===== config.mk =====
export PLATFORM = sky130hd
export DESIGN_NAME = alu_system_sequencer
export DESIGN_NICKNAME = d
export VERILOG_FILES = /design/src/rtl/alu_system_sequencer.sv
export SDC_FILE = /design/constraint.sdc
export NUM_CORES = 1
export LEC_CHECK = 0
export BUFFER_PORTS_ARGS = -buffer_cell sky130_fd_sc_hd__buf_4
export CORE_ASPECT_RATIO = 0.7
export CORE_MARGIN = 8
export CORE_UTILIZATION = 39
export DETAILED_ROUTE_END_ITERATION = 10
export PLACE_DENSITY = 0.91
export SLEW_MARGIN = 20
export SYNTH_ARGS = -nofsm -noshare
export SYNTH_HDL_FRONTEND = slang
export SYNTH_SLANG_ARGS = --single-unit

===== constraint.sdc =====
create_clock -name Clock -period 1.88 [get_ports Clock]
set_input_delay 0.188 -clock Clock [delete_from_list [all_inputs] [get_ports Clock]]
set_output_delay 0.188 -clock Clock [all_outputs]
set_load 0.02 [all_outputs]

===== src/rtl/alu_system_sequencer.sv =====
// alu_system_sequencer: control unit emitting the ALU_System control word each cycle.
// Fetches a 16-bit instruction as two byte reads into IR, then executes it.
// Ports: Clock, Reset (sync, active-high), IROut[15:0], ALUOutFlag[3:0] {Z,C,N,O},
//        Ctrl_Word[40:0], State[2:0], Halted, Illegal.
// Optional: define SEQ_SINGLE_STEP_EN to add the Step input that gates each fetch.
module alu_system_sequencer #(
    parameter logic [7:0] PC_RESET = 8'h00
) (
    input  logic        Clock,
    input  logic        Reset,
`ifdef SEQ_SINGLE_STEP_EN
    input  logic        Step,
`endif
    input  logic [15:0] IROut,
    input  logic [3:0]  ALUOutFlag,
    output logic [40:0] Ctrl_Word,
    output logic [2:0]  State,
    output logic        Halted,
    output logic        Illegal
);
    typedef enum logic [2:0] {INIT, FETCH_L, FETCH_H, EXEC1, EXEC2, HALT} state_t;
    state_t st;
    logic go;
`ifdef SEQ_SINGLE_STEP_EN
    assign go = Step;
`else
    assign go = 1'b1;
`endif
    logic [3:0] op;
    logic [1:0] rx, rs;
    logic [3:0] rx_oh;
    logic unused_flags;
    assign op = IROut[15:12];
    assign rx = IROut[11:10];
    assign rs = IROut[9:8];
    assign rx_oh = 4'b1000 >> rx;
    assign unused_flags = ^ALUOutFlag[2:0];
    always_ff @(posedge Clock) begin
        if (Reset) st <= INIT;
        else case (st)
            INIT:    st <= FETCH_L;
            FETCH_L: st <= go ? FETCH_H : FETCH_L;
            FETCH_H: st <= EXEC1;
            EXEC1:   st <= (op == 4'h1 || op == 4'h2) ? EXEC2 : (op == 4'hF) ? HALT : FETCH_L;
            EXEC2:   st <= FETCH_L;
            HALT:    st <= HALT;
            default: st <= INIT;
        endcase
    end
    logic [2:0] out_a, out_b;
    logic [1:0] rf_fun, out_d, arf_fun, ir_fun, mux_a, mux_b;
    logic [3:0] rf_rsel, alu_fun, arf_rsel;
    logic ir_lh, ir_en, mem_wr, mem_cs, ill;
    always_comb begin
        out_a = 3'b000;
        out_b = 3'b000;
        rf_fun = 2'b00;
        rf_rsel = 4'b0000;
        alu_fun = 4'b0000;
        out_d = 2'b00;
        arf_fun = 2'b00;
        arf_rsel = 4'b0000;
        ir_lh = 1'b0;
        ir_en = 1'b0;
        ir_fun = 2'b00;
        mem_wr = 1'b0;
        mem_cs = 1'b1;
        mux_a = 2'b00;
        mux_b = 2'b00;
        ill = 1'b0;
        case (st)
            INIT: begin
                // A zero reset vector is a plain clear; otherwise PC is loaded from the ARF input.
                arf_fun = (PC_RESET == 8'h00) ? 2'b11 : 2'b10;
                arf_rsel = 4'b1000;
            end
            FETCH_L, FETCH_H: if (go || st == FETCH_H) begin
                mem_cs = 1'b0;
                out_d = 2'b11;
                ir_en = 1'b1;
                ir_fun = 2'b10;
                ir_lh = (st == FETCH_H);
                arf_fun = 2'b01;
                arf_rsel = 4'b1000;
            end
            EXEC1: case (op)
                4'h0: begin
                    rf_fun = 2'b10;
                    rf_rsel = rx_oh;
                    mux_a = 2'b10;
                end
                4'h1, 4'h2: begin
                    arf_fun = 2'b10;
                    arf_rsel = 4'b0100;
                    mux_b = 2'b10;
                end
                4'h3: begin
                    rf_fun = 2'b01;
                    rf_rsel = rx_oh;
                end
                4'h4: rf_rsel = rx_oh;
                4'h5: begin
                    out_a = {1'b0, rx};
                    out_b = {1'b0, rs};
                    alu_fun = 4'b0100;
                    rf_fun = 2'b10;
                    rf_rsel = rx_oh;
                end
                4'h6, 4'h7: if (op == 4'h6 || ALUOutFlag[3]) begin
                    arf_fun = 2'b10;
                    arf_rsel = 4'b1000;
                    mux_b = 2'b10;
                end
                4'hF: ;
                default: ill = 1'b1;
            endcase
            EXEC2: begin
                mem_cs = 1'b0;
                if (op == 4'h1) begin
                    mux_a = 2'b01;
                    rf_fun = 2'b10;
                    rf_rsel = rx_oh;
                end else begin
                    out_a = {1'b0, rx};
                    mem_wr = 1'b1;
                end
            end
            default: ;
        endcase
    end
    assign Ctrl_Word = {out_a, out_b, rf_fun, rf_rsel, 4'b0000, alu_fun, 2'b00, out_d,
                        arf_fun, arf_rsel, ir_lh, ir_en, ir_fun, mem_wr, mem_cs, mux_a, mux_b, 1'b0};
    assign State = st;
    assign Halted = (st == HALT);
    assign Illegal = ill;
endmodule

# == Yosys cells after proc, flatten, opt, wreduce, memory -nomap -nowiden ==
# Cells that the tools add are included.
# word_totals
ff_bits,3
in_bits,22
out_inout_bits,46
# op_classes
n_eq_ne,13
n_shift,1
muxes,35
reduce_logical,13
# op_table
op,count
$pmux W4 S2,3
$mux W2,10
$pmux W2 S2,5
$eq A4 B3 Y1 const B,4
$pmux W3 S5,1
$mux W3,4
$mux W4,3
$reduce_or A2 Y1,5
$reduce_or A9 Y1,1
$eq A4 B2 Y1 const B,2
$mux W1,8
$eq A3 B2 Y1 const B,2
$eq A3 B3 Y1 const B,2
$pmux W2 S3,1
$reduce_or A3 Y1,2
$eq A4 B1 Y1 const B,1
$eq A4 B4 Y1 const B,1
$logic_not A4 Y1,1
$reduce_or A4 Y1,1
$shr A4 B2 Y4 const A,1
$eq A3 B1 Y1 const B,1
$logic_not A3 Y1,1
$logic_or A1 B1 Y1,2

# == Longest topological paths before layout ==
# Gate-level depths: netlist of the first run.
# logic_depth
depth_word,5
depth_mapped,5
ltp_nobuf,4

# == Worst setup path before layout of the first run ==
# Ideal clock, no wire load.
# synth_timing
path_kind,reg-to-output
start,"register st[0], in the netlist State[0]"
end,output Ctrl_Word[16]
arrival_ps,1649
required_ps,1692
path_slack_ps,43
path_stages_with_launch,5
n_path_buf,1
cell_sequence,dfxtp_1 buf_4 nand3b_1 nor4_2 or2_1
# synth_via
elab_chain_cells,3
elab_cells_between_ends,6
cone_classes,3 x eq/ne; 1 x mux; 2 x reduce/logical
# synth_rtl
item,line,source
"start, declared",22,state_t st;
"start signal, assigned",42,FETCH_L: st <= go ? FETCH_H : FETCH_L;
"start signal, assigned",44,EXEC1: st <= (op == 4'h1 || op == 4'h2) ? EXEC2 : (op == 4'hF) ? HALT : FETCH_L;
$eq A3 B2 Y1 or $eq A3 B1 Y1 (tied branches),71,case (st)
$reduce_or A2 Y1,71,
$pmux W2 S3 *,71,
"end, declared",16,"output logic [40:0] Ctrl_Word,"
# Mark *: on every way between the ends. The rest lies on a longest branch, timed or not.

# == Worst setup path in the final report of the first run ==
# layout_timing
start,"register st[2], in the netlist State[2]"
end,output Ctrl_Word[34]
# layout_via
elab_chain_cells,2
elab_cells_between_ends,3
cone_classes,2 x eq/ne; 1 x mux
# layout_rtl
item,line
$eq A3 B3 Y1 or $eq A3 B2 Y1 (tied branches),71
$pmux W2 S2 *,71
# Marked as above.

==> qor.yml, run 1 <==
synthesis:
  yosysWarnings: 0
  synth_xor_area_share_pct: 4.80
  synthArstFlopShare_pct: 0
  synth_top_family_by_area: "simple AND/OR/NAND/NOR gates"
  yosys.area.top_type: "buf_4"
  yosysMostFrequentCell: "buf_4"
  synth_edf_count: 0
  ys.flop_type: "dfxtp_1"
  synth-adder-area-share_pct: 0
  synth-seq-cells: 3
  ys_types: 35
  synth.top_cell.area_share_pct: 25.7
  yosysSeqAreaShare_pct: 8.23
  avgSynthCellArea_sq_um: 7.15
  synth_mux_area_share_pct: 0
  netlist_instances: 102
  synth_area_sq_um: 729
  synth_area_leaders: "buf_4 (26%), dfxtp_1 (8.2%), nor4b_2 (6.2%)"
  synth_simple_gate_area_share_pct: 43.1
  synth_compound_area_share_pct: 12.5
  yosys-top-cells-count: "buf_4 (25), nor2_1 (11), a21oi_1 (5), nand2_1 (5), nor3_1 (4)"
worst_setup_path:
  cp_slowest_stage_delay_ns: 0.42
  critPathMaxFanout: 9
  worstSetupEndpointType: "primary output"
  worstPathCellList: "or3b_1 > nor2_1 > a21oi_1 > a21oi_1 > buf_4"
  crit_path_top_delay_cell: "or3b_1"
  startpoint_type: "flip-flop"
  regToRegSetupSlack_ns: 0.80
  cp.arrival_ns: 1.55
  r2r_cells: 4
  crit_family: "simple AND/OR/NAND/NOR gates"
  required_ns: 1.69
  cp_num_cells: 5
  cp_common_cell: "a21oi_1"
  timing.setup.critical_path_class: "flip-flop to primary output"
  cp_num_buf_inv: 1
routing:
  post_drt_wl_per_cell_microns: 14.1
  drtIter0Drc: 29
  wl_mm: 2.18
  drt_first_pass_iters: 4
  num_vias: 743
  drc: 0
  final_antenna_net_count: 0
  via_per_inst: 4.79
power_and_ir_drop:
  peakVddDrop_v: 0.000422
  p_leak_nw: 0.444
  p_per_area_mw_per_mm2: 515
clocking:
  clk_path_buf_depth: 2
  h-tree-depth: 1
  clock_sinks: 3
  cts_buffers: 3
  cts_tree: "yes"
  clk_latency_ns: 0.23
  postCtsSetupBuffers: 0
  clock-root-buffer: "clkbuf_4"
  clk_pin_slew_ns: 0.03
finish:
  num-fill-cells: 184
  syn_to_final_growth_pct: 29.7
  insertedDiodeCount: 0
  nets: 156
  drive_gt1_share_pct: 44.4
  largest_reg_flops: 3
  fin_cells: 155
grt:
  groute.usage.overall_pct: 12.0
  overflow: 0
  grt_start_max_net_pins: 14
  grt_pass1_vias: 717
  antenna_found_initial: 0
  grt_pass1_wl_mm: 3.33
placed_design:
  dp_hpwl_mm: 1.75
  gp_congestion: 0.788
  dp_cells: 151
  numPortBuffers: 40
floorplan:
  dieWidth_microns: 67.7
  initial_core_util_pct: 40.4
  core_sq_mm: 0.00181
  num_rows: 13
  fp.dieH_microns: 52.2
  design.die.area_sq_mm: 0.00353
  ios: 68
timing:
  fin_worst_skew_ns: 0.00134
  period_needed_ns: 1.74
  setup_viol: 0
  rsz0062_at_grt: "no"
  max_freq_ghz: 0.575
  hold_viol: 0
  tns_ns: 0
  slew_viol_final: 0
  period_share_pct: 92.5
hold_path:
  worst_hold_path.num_cells: 2
  hold_path_class: "input port to flip-flop"
outcome:
  outcome: "finished, final reports clean"
job:
  maxCapViolCount: 0
stage by stage:
step	util, %	area (sq um)	power (mW)	hold slack [ns]	worst slack (ns)
after floorplan	-	786	0.332	0.265	0.0434
after global placement	50.7	915	0.366	0.368	0.342
after detailed placement	50.7	915	0.373	0.369	0.301
after CTS	52.1	941	0.489	0.136	0.0516
after global routing	52.4	946	0.526	0.126	0.0310
final	52.4	946	0.487	0.136	0.141
layout make-up:
class | instances | area, sq um | share of cell area, %
Multi-Input combinational cell | 82 | 502 | 53.0
Clock buffer | 4 | 26.3 | 2.78
Tap cell | 22 | 27.5 | 2.91
Sequential cell | 3 | 63.8 | 6.75
Inverter | 1 | 3.75 | 0.397
Timing Repair Buffer | 43 | 323 | 34.1
worst paths after layout:
| kind | from | end |
|---|---|---|
| setup / recovery | State[2] | Ctrl_Word[34] |
| hold / removal | Reset | State[0] |
| setup reg to reg | State[2] | State[2] |
| hold reg to reg | State[0] | State[2] |
what timing repair did:
action / in CTS / in global routing
endpoints found under the hold margin: 0 / 0
endpoints found under the setup margin: 0 / 8
hold buffers: 0 / 0
gates resized for setup: 0 / 4
logic make-up after synthesis:
group / Yosys count
and+or+nand+nor: 48
DFF: 3
buffers and inverters: 32
other: 1
AOI/OAI and AO/OA: 14
xor gates and xnor gates: 4
where the power goes:
part           internal [mW]  switching [mW]
clock network         0.0794          0.0317
logic                  0.111           0.182
registers             0.0714          0.0113
routing by layer:
metal | GRT usage, % | vias to the layer above | share of wire (%)
met1 | 14.3 | 341 | 43
met5 | 0 | - | 0
met2 | 19.3 | 32 | 49
li1 | - | 370 | -
met3 | 3.63 | 0 | 7.5
met4 | 5.19 | 0 | 0
cells in the final DEF (no fill, tap or decap), types with 4 or more instances in the layout:
cell and count:
buf_4 43, conb_1 16, nor2_1 11, a21oi_1 5, nor3_1 4, nand2_1 5
(Power assumes the default switching activity.)
==> run 2, diff against run 1 <==
- CELL_PAD_IN_SITES_DETAIL_PLACEMENT: unset -> 1
- CELL_PAD_IN_SITES_GLOBAL_PLACEMENT: unset -> 1
- CORE_UTILIZATION: 39 -> 25
- PLACE_DENSITY: 0.91 -> 0.92
==> qor.yml, run 2 (same netlist as run 1, synthesis figures left out) <==
worst_setup_path:
  cp.arrival_ns: 1.60
  worstSetupEndpointType: "primary output"
  regToRegSetupSlack_ns: 0.79
  required_ns: 1.69
  timing.setup.critical_path_class: "flip-flop to primary output"
  critPathMaxFanout: 6
  startpoint_type: "flip-flop"
placed_design:
  dp_hpwl_mm: 2.06
  numPortBuffers: 40
  gp_congestion: 0.807
clocking:
  clock_sinks: 3
  clk_pin_slew_ns: 0.03
  ctsResizeCount: 0
  h-tree-depth: 1
  cts_buffers: 3
  postCtsSetupBuffers: 0
  clock-root-buffer: "clkbuf_8"
  clk_latency_ns: 0.22
  clk_path_buf_depth: 2
  cts_tree: "yes"
  cts_hold_buf: 0
routing:
  post_drt_wl_per_cell_microns: 14.6
  num_vias: 756
  drtIter0Drc: 22
  drc: 0
  wl_mm: 2.47
  final_antenna_net_count: 0
  via_per_inst: 4.47
  drt_first_pass_iters: 4
floorplan:
  fp.dieH_microns: 61.2
  core_sq_mm: 0.00278
  design.die.area_sq_mm: 0.00493
  initial_core_util_pct: 26.2
  num_rows: 16
  dieWidth_microns: 80.6
  ios: 68
grt:
  grt_pass1_wl_mm: 3.84
  groute.usage.overall_pct: 9.66
  grt_pass1_vias: 869
  overflow: 0
  grt_start_max_net_pins: 14
  antenna_found_initial: 0
power_and_ir_drop:
  power_mw: 0.569
  peakVddDrop_v: 0.000193
  p_leak_nw: 0.456
  p_per_area_mw_per_mm2: 572
finish:
  regArea_sq_um: 61.3
  syn_to_final_growth_pct: 36.4
  nets: 156
  multi_input_area_sq_um: 517
  insertedDiodeCount: 0
  largest_reg_flops: 3
  final_core_util_pct: 35.7
  num-fill-cells: 362
  layout_common_cells: "buf_4 (43), conb_1 (16), nor2_1 (11), nand2_1 (5), a21oi_1 (5)"
  drive_gt1_share_pct: 44.4
  final_common_cell: "buf_4"
timing:
  hold_viol: 0
  setup_viol: 0
  slew_viol_final: 0
  period_share_pct: 95.1
  fin_worst_skew_ns: 0.00181
  whs_ns: 0.150
  max_freq_ghz: 0.560
  period_needed_ns: 1.79
hold_path:
  hold_path_class: "input port to flip-flop"
job:
  maxCapViolCount: 0
outcome:
  outcome: "finished, final reports clean"
## run 2: cell count changes in the layout (fill, tap and decap cells not counted), moves of 2 or more
| cell | before | now |
|---|---|---|
| clkbuf_4 | 3 | 0 |
| clkbuf_8 | 0 | 3 |
| dfxtp_1 | 0 | 2 |
| dfxtp_2 | 3 | 1 |
| nor3b_1 | 3 | 1 |
| nor3b_2 | 0 | 2 |
## run 2: worst max-delay path, cell delays in order, from the launching register on
cell and delay, ns:
dfxtp_1 0.43, nand2_1 0.16, nor3b_2 0.23, and3_2 0.26, o21a_1 0.16, buf_4 0.14
## run 2: path summary, 6_finish.rpt
check,cells after the start,startpoint,endpoint
worst min register to register,3,State[0],State[2]
worst max-delay path,5,State[1],Ctrl_Word[38]
worst min-delay path,2,Reset,State[1]
worst max register to register,4,State[1],State[2]
## run 2: cell type report
type | instances | share of cell area, %
inverters | 1 | 0.377
repair buffers | 43 | 32.5
well taps | 36 | 4.53
multi-input cells | 82 | 51.9
flip-flops and latches | 3 | 6.16
clock buffers | 4 | 4.53
## run 2: report_power, final
part / switching [mW] / total, mW / internal (mW) / leakage [nW]
registers: 0.0102 / 0.0803 / 0.0701 / 0.0253
clock network: 0.0477 / 0.193 / 0.145 / 0.0228
logic: 0.184 / 0.296 / 0.112 / 0.408
## run 2: through the flow
| step | setup slack, ns | cells | setup TNS (ns) | area [sq um] |
|---|---|---|---|---|
| finish | 0.0930 | 169 | 0 | 995 |
| global route | -0.00455 | 169 | -0.00455 | 995 |
| CTS | 0.0361 | 169 | 0 | 977 |
| detailed placement | 0.295 | 165 | 0 | 932 |
| global placement | 0.360 | 165 | 0 | 932 |
| floorplan | 0.0434 | 117 | 0 | 786 |
## run 2: routing by layer
| layer | up-vias | global-route usage (%) | share of wire (%) |
|---|---|---|---|
| li1 | 369 | - | - |
| met1 | 354 | 10.9 | 43 |
| met2 | 31 | 16.4 | 50 |
| met3 | 2 | 2.19 | 5.9 |
| met4 | 0 | 5.93 | 0.89 |
| met5 | - | 0 | 0 |
